[src/rtl/multicycle_controller_pkg.sv]
// multicycle_controller_pkg: shared encodings and instruction classifier for the multi-cycle MIPS controller
package multicycle_controller_pkg;
  typedef enum logic [2:0] {S_FETCH = 3'd0, S_DECODE = 3'd1, S_EXEC = 3'd2, S_MEM = 3'd3, S_WB = 3'd4} state_t;
  typedef enum logic [3:0] {
    I_ADD, I_SUB, I_ORI, I_LW, I_SW, I_BEQ, I_LUI, I_JAL, I_JR, I_MULT, I_DIV, I_MFHI, I_MFLO, I_BAD
  } inst_t;
  localparam logic [5:0] OP_RTYPE = 6'h00, OP_ORI = 6'h0D, OP_LW = 6'h23, OP_SW = 6'h2B;
  localparam logic [5:0] OP_BEQ = 6'h04, OP_LUI = 6'h0F, OP_JAL = 6'h03;
  localparam logic [5:0] FN_ADD = 6'h20, FN_SUB = 6'h22, FN_JR = 6'h08, FN_MULT = 6'h18;
  localparam logic [5:0] FN_DIV = 6'h1A, FN_MFHI = 6'h10, FN_MFLO = 6'h12;
  localparam logic [2:0] NPC_PC4 = 3'b000, NPC_BEQ = 3'b001, NPC_JAL = 3'b010, NPC_JR = 3'b011;
  localparam logic [2:0] ALU_ADD = 3'b000, ALU_SUB = 3'b001, ALU_OR = 3'b010, ALU_LUI = 3'b011;
  localparam logic [1:0] DST_RT = 2'b00, DST_RD = 2'b01, DST_RA = 2'b10;
  localparam logic [1:0] WD_ALU = 2'b00, WD_MEM = 2'b01, WD_PC4 = 2'b10, WD_HILO = 2'b11;
  localparam logic [1:0] MDU_MULT = 2'b00, MDU_DIV = 2'b01, MDU_MFHI = 2'b10, MDU_MFLO = 2'b11;
  function automatic inst_t decode_instr(input logic [5:0] op, input logic [5:0] fn);
    case (op)
      OP_RTYPE:
        case (fn)
          FN_ADD:  return I_ADD;
          FN_SUB:  return I_SUB;
          FN_JR:   return I_JR;
          FN_MULT: return I_MULT;
          FN_DIV:  return I_DIV;
          FN_MFHI: return I_MFHI;
          FN_MFLO: return I_MFLO;
          default: return I_BAD;
        endcase
      OP_ORI:  return I_ORI;
      OP_LW:   return I_LW;
      OP_SW:   return I_SW;
      OP_BEQ:  return I_BEQ;
      OP_LUI:  return I_LUI;
      OP_JAL:  return I_JAL;
      default: return I_BAD;
    endcase
  endfunction
endpackage

[src/rtl/multicycle_controller_mdu_tracker.sv]
// multicycle_controller_mdu_tracker: background countdown of outstanding mult/div latency
module multicycle_controller_mdu_tracker #(
  parameter int CNT_W = 4
) (
  input  logic             clk,
  input  logic             reset,
  input  logic             i_load,
  input  logic [CNT_W-1:0] i_val,
  output logic             o_busy
);
  logic [CNT_W-1:0] r_cnt;
  assign o_busy = |r_cnt;
  always_ff @(posedge clk)
    if (!reset) r_cnt <= '0;
    else r_cnt <= i_load ? i_val : (o_busy ? r_cnt - 1'b1 : r_cnt);
endmodule

[src/rtl/multicycle_controller.sv]
// multicycle_controller: FETCH/DECODE/EXEC/MEM/WB sequencer with memory handshake and MDU stall tracking
module multicycle_controller
  import multicycle_controller_pkg::*;
#(
  parameter int MULT_LAT = 5,
  parameter int DIV_LAT  = 10,
  parameter int CNT_W    = 4
) (
  input  logic        clk,
  input  logic        reset,
  input  logic [31:0] Instr,
  input  logic        Zero,
  input  logic        mem_ready,
  output logic        PCWrite,
  output logic        IRWrite,
  output logic [2:0]  opNPC,
  output logic [2:0]  opALU,
  output logic        ALUsrc,
  output logic        opEXT,
  output logic        NumRead,
  output logic        NumWrite,
  output logic        RegWrite,
  output logic [1:0]  RegDst,
  output logic [1:0]  WDSel,
  output logic        mdu_start,
  output logic [1:0]  mdu_op,
  output logic        illegal,
  output logic [2:0]  state
);
  localparam logic [CNT_W-1:0] L_MULT = CNT_W'(MULT_LAT);
  localparam logic [CNT_W-1:0] L_DIV  = CNT_W'(DIV_LAT);
  state_t           r_state, w_next;
  inst_t            w_inst;
  logic             w_busy, w_mdu, w_unused;
  logic [CNT_W-1:0] w_load_val;
  assign w_inst     = decode_instr(Instr[31:26], Instr[5:0]);
  assign w_mdu      = w_inst inside {I_MULT, I_DIV, I_MFHI, I_MFLO};
  assign w_load_val = (w_inst == I_DIV) ? L_DIV : L_MULT;
  assign w_unused   = ^Instr[25:6];
  assign state      = reset ? r_state : 3'd0;
  multicycle_controller_mdu_tracker #(.CNT_W(CNT_W)) u_mdu_tracker (
    .clk(clk), .reset(reset), .i_load(mdu_start), .i_val(w_load_val), .o_busy(w_busy)
  );
  always_ff @(posedge clk)
    if (!reset) r_state <= S_FETCH;
    else r_state <= w_next;
  // every strobe stays low while reset is held, whatever state is latched
  always_comb begin
    w_next = r_state;
    PCWrite = 1'b0; IRWrite = 1'b0; opNPC = NPC_PC4; opALU = ALU_ADD;
    ALUsrc = 1'b0; opEXT = 1'b0; NumRead = 1'b0; NumWrite = 1'b0;
    RegWrite = 1'b0; RegDst = DST_RT; WDSel = WD_ALU;
    mdu_start = 1'b0; mdu_op = MDU_MULT; illegal = 1'b0;
    if (reset)
      case (r_state)
        S_FETCH: begin
          IRWrite = 1'b1; PCWrite = 1'b1; w_next = S_DECODE;
        end
        S_DECODE: begin
          illegal = w_inst == I_BAD;
          w_next = (w_inst == I_BAD) ? S_FETCH : (w_mdu && w_busy) ? S_DECODE : S_EXEC;
        end
        S_EXEC: begin
          w_next = S_FETCH;
          case (w_inst)
            I_ADD, I_SUB: begin
              opALU = (w_inst == I_SUB) ? ALU_SUB : ALU_ADD; w_next = S_WB;
            end
            I_ORI: begin opALU = ALU_OR; ALUsrc = 1'b1; w_next = S_WB; end
            I_LUI: begin opALU = ALU_LUI; ALUsrc = 1'b1; w_next = S_WB; end
            I_LW, I_SW: begin ALUsrc = 1'b1; opEXT = 1'b1; w_next = S_MEM; end
            I_BEQ: begin opALU = ALU_SUB; opEXT = 1'b1; opNPC = NPC_BEQ; PCWrite = Zero; end
            I_JAL: begin
              opNPC = NPC_JAL; PCWrite = 1'b1; RegWrite = 1'b1; RegDst = DST_RA; WDSel = WD_PC4;
            end
            I_JR: begin opNPC = NPC_JR; PCWrite = 1'b1; end
            I_MULT, I_DIV: begin
              mdu_start = 1'b1; mdu_op = (w_inst == I_DIV) ? MDU_DIV : MDU_MULT;
            end
            I_MFHI, I_MFLO: w_next = S_WB;
            default: w_next = S_FETCH;
          endcase
        end
        S_MEM: begin
          NumRead = w_inst == I_LW;
          NumWrite = w_inst == I_SW;
          w_next = !mem_ready ? S_MEM : (w_inst == I_LW) ? S_WB : S_FETCH;
        end
        S_WB: begin
          RegWrite = 1'b1;
          RegDst = (w_inst inside {I_ORI, I_LUI, I_LW}) ? DST_RT : DST_RD;
          WDSel = (w_inst == I_LW) ? WD_MEM : (w_inst inside {I_MFHI, I_MFLO}) ? WD_HILO : WD_ALU;
          mdu_op = (w_inst == I_MFHI) ? MDU_MFHI : (w_inst == I_MFLO) ? MDU_MFLO : MDU_MULT;
          w_next = S_FETCH;
        end
        default: w_next = S_FETCH;
      endcase
  end
endmodule

[config.mk]
export PLATFORM = sky130hd
export DESIGN_NAME = multicycle_controller
export DESIGN_NICKNAME = d
export VERILOG_FILES = /design/src/rtl/multicycle_controller_pkg.sv /design/src/rtl/multicycle_controller_mdu_tracker.sv /design/src/rtl/multicycle_controller.sv
export SDC_FILE = /design/constraint.sdc
export NUM_CORES = 1
export LEC_CHECK = 0
export BUFFER_PORTS_ARGS = -buffer_cell sky130_fd_sc_hd__buf_2
export CORE_MARGIN = 2
export CORE_UTILIZATION = 40
export DETAILED_ROUTE_END_ITERATION = 7
export GPL_TIMING_DRIVEN = 0
export HOLD_SLACK_MARGIN = 0.15
export PLACE_DENSITY_LB_ADDON = 0.08
export SLEW_MARGIN = 20
export SYNTH_ARGS = -nofsm -noshare
export SYNTH_HDL_FRONTEND = slang
export SYNTH_SLANG_ARGS = --single-unit
[constraint.sdc]
create_clock -name clk -period 1.6 [get_ports clk]
set_input_delay 0.16 -clock clk [delete_from_list [all_inputs] [get_ports clk]]
set_output_delay 0.16 -clock clk [all_outputs]
set_load 0.1 [all_outputs]
==> run_results.csv <==
group,metric,value,unit
floorplanning,die_area,3178,µm²
sta,rsz0062_at_grt,"yes",
sta,fmax,0.4373,GHz
synthesis,seq_area_frac_synth,0.1277,
synthesis,avgSynthCellArea,7.079,µm²
layout,area_delta_synth_final,113.6,%
floorplanning,ios,60,
place,dp_hpwl,2643,µm
synthesis,synth.distinct_cells,57,
synthesis,synth_cells,155,
power,ir_worst_vdd,0.0008895,V
power,power.density,505.7,nW/µm²
place,io_buffers,36,
floorplanning,core-area,2545,µm²
job,maxCapViolCount,0,
synthesis,async_reset_ff_frac,0,
layout,layout-drive-gt1-share,0.6261,
sta,clock_skew,0.005061,ns
clocking,insertion_delay,0.28,ns
critical_path,max_stage_delay,0.53,ns
sta,setup_viol,22,
synthesis,yosys_most_used_dff,"dfxtp_1",
critical_path,critPathBufInv,2,
critical_path,cp.depth,8,
floorplanning,die_h,56.38,µm
sta,slew_headroom,0.6118,
synthesis,synth_top_area_share,0.1277,
synthesis,synth_area,1097,µm²
floorplanning,placementRows,18,
clocking,root_buffer,"clkbuf_4",
layout,final_core_util,0.9208,
critical_path,worstSetupPathType,"input pin to output port",
routing,dr.first_iter.drc_count,138,
clocking,cts.sinks,7,
routing,ant_nets,0,
sta,slew_viol_final,0,
sta,setup_ws,-0.6867,ns
sta,hold_violations,0,
clocking,cts_tree,"done",
critical_path,endpoint,"opEXT",
critical_path,critPathArrivalTime,2.13,ns
critical_path,critPathTopFamily,"simple AND/OR/NAND/NOR gates",
critical_path,cp_slowest_cell,"or4b_4",
routing,wirelength,6312,µm
clocking,clk_pin_slew,0.06,ns
routing,wl_per_cell,24.28,µm
critical_path,startpoint_type,"input pin",
layout,antenna_cells,0,
critical_path,worstPathRequired,1.44,ns
critical_path,cp-end-kind,"output port",
worst_hold_path,hp-class,"input pin to register",
status,status,"finished with violations",
place,globalplace.congestion,0.8144,
floorplanning,die_w,56.38,µm
critical_path,ff2ff_setup_slack,-0.30,ns
routing,firstDrtPassIters,5,
synthesis,ys_top_cells_by_area,"dfxtp_1 (13%), nor2_1 (6.5%), a21oi_1 (5.9%)",
sta,timing.final.crit_share,1.429,
synthesis,yosys_warnings,0,
critical_path,r2r_end,"u_mdu_tracker.r_cnt[2]$_SDFFE_PN0P_",
power,leakage,0.9096,nW
sta,setup_tns,-8.473,ns
sta,tightest_slew,0.5779,ns
critical_path,critPathLaunch,"Instr[0]",
global_route,grt_pass1_vias,1569,
place,dpl_worst_slack,-1.028,ns
synthesis,synth_seq_cells,7,
layout,layout_commonest_cell,"buf_4",
global_route,antenna_found_initial,0,
global_route,gr-total-overflow,0,
global_route,grt_pass1_wl,7569,µm
routing,vias_per_cell,6.700,
critical_path,critPathMaxFanout,3,
layout,final_nets,268,
floorplanning,start_util,0.4312,
layout,fillCellCount,95,
global_route,grt_start_max_net_pins,11,
layout,mostFrequentLayoutCells,"buf_4 (30), buf_12 (19), buf_6 (14)",
synthesis,synth-edff-count,0,
routing,vias,1742,
routing,drc,0,
critical_path,r2r_cells,7,
global_route,grt_usage,0.3051,
status,violations,"setup timing",
clocking,cts-htree-levels,1,
clocking,clockBufferDepth,2,
critical_path,r2r-start,"r_state[2]$_SDFF_PN0_",
sta,min_period,2.287,ns
synthesis,yosys.area.top_type,"dfxtp_1",
clocking,cts_buffers,3,
critical_path,crit_chain,"buf_6 -> or4b_4 -> o211a_4 -> a211o_1 -> nor2_2 -> nand3_1 -> a21oi_4 -> buf_12",
==> worst min-delay path by stage <==
stage / from / endpoint / slack [ns] / cells after the start
2_1_floorplan: reset / u_mdu_tracker.r_cnt[0]$_SDFFE_PN0P_ / 0.28 / 1
3_3_place_gp: mem_ready / r_state[2]$_SDFF_PN0_ / 0.47 / 3
3_5_place_dp: reset / u_mdu_tracker.r_cnt[2]$_SDFFE_PN0P_ / 0.48 / 2
4_1_cts: mem_ready / r_state[2]$_SDFF_PN0_ / 0.20 / 3
5_1_grt: reset / u_mdu_tracker.r_cnt[0]$_SDFFE_PN0P_ / 0.23 / 2
6_report: reset / u_mdu_tracker.r_cnt[0]$_SDFFE_PN0P_ / 0.22 / 2
==> synth_stat cells, types with 2 or more instances <==
| library cell | instances |
|---|---|
| or3_1 | 2 |
| buf_4 | 2 |
| nand3b_1 | 3 |
| clkbuf_1 | 2 |
| a32oi_1 | 2 |
| and3b_2 | 2 |
| nand4_1 | 2 |
| o21ai_0 | 3 |
| and3_1 | 3 |
| a31oi_1 | 5 |
| nor2b_1 | 2 |
| nor2_1 | 19 |
| a21oi_1 | 13 |
| o32ai_1 | 3 |
| xnor2_1 | 2 |
| a21o_2 | 2 |
| buf_6 | 2 |
| o21a_1 | 3 |
| nand2b_1 | 4 |
| dfxtp_1 | 7 |
| nand3_1 | 5 |
| xor2_1 | 2 |
| inv_1 | 8 |
| a22oi_1 | 2 |
| and2_1 | 3 |
| nor3_1 | 9 |
| nor4_4 | 2 |
| nand2_1 | 11 |
| and3_2 | 2 |
==> report_power, final <==
part           leakage [nW]  switching, W  internal (W)
Combinational         0.835      0.000437      0.000309
Clock                0.0150     0.0000917     0.0000969
Sequential           0.0596     0.0000395      0.000212
Total                 0.910      0.000568      0.000617
==> cell type report <==
cell class | count | area (µm²) | area share
clock buffers | 4 | 26.28 | 0.01121
well taps | 30 | 37.54 | 0.01602
flip-flops and latches | 7 | 151.4 | 0.06460
repair buffers | 72 | 785.8 | 0.3353
multi-input cells | 133 | 1230 | 0.5248
plain buffers | 6 | 82.58 | 0.03524
inverters | 8 | 30.03 | 0.01281
==> worst register-to-register path, stage by stage, from the launching register on <==
cell     delay [ns]
dfxtp_4        0.35
and2b_2        0.23
nand2_2        0.05
or2_4          0.28
nor4_4         0.32
buf_4          0.21
a32oi_1        0.14
o21a_1         0.22
==> kinds of logic after synthesis <==
family / synth area share
AND/OR/NAND/NOR: 0.4276
AO/OA/AOI/OAI: 0.3033
other: 0.003417
XOR/XNOR: 0.03193
buffers and inverters: 0.08551
flip-flops: 0.1277
adder cells (fa/ha/maj): 0.02052
==> sequential cells by signal, summed over array words and instances, names as in the netlist <==
name,flops
r_state,3
u_mdu_tracker.r_cnt,4
==> through the flow <==
step           hold WS (ns)  power (W)  area [µm²]  instances
6_report             0.2238   0.001185        2344        260
5_1_grt              0.2285   0.001240        2344        260
4_1_cts              0.2034   0.001043        2162        247
3_5_place_dp         0.4827  0.0007990        1608        222
3_3_place_gp         0.4738  0.0007814        1608        222
2_1_floorplan        0.2775  0.0006930        1390        156
==> timing repair <==
item	4_1_cts	5_1_grt
setup endpoints to repair	26	26
resized for setup	101	21
hold buffers	0	0
setup buffers	22	17
pin swaps	27	15
==> metal layers <==
layer	wire length (µm)	vias to the layer above	track usage
met4	289	0	0.1599
met5	0	-	0
li1	-	723	-
met1	2235	798	0.3352
met3	702	42	0.07834
met2	3084	179	0.5345
Power figures use the tool's default switching activity.
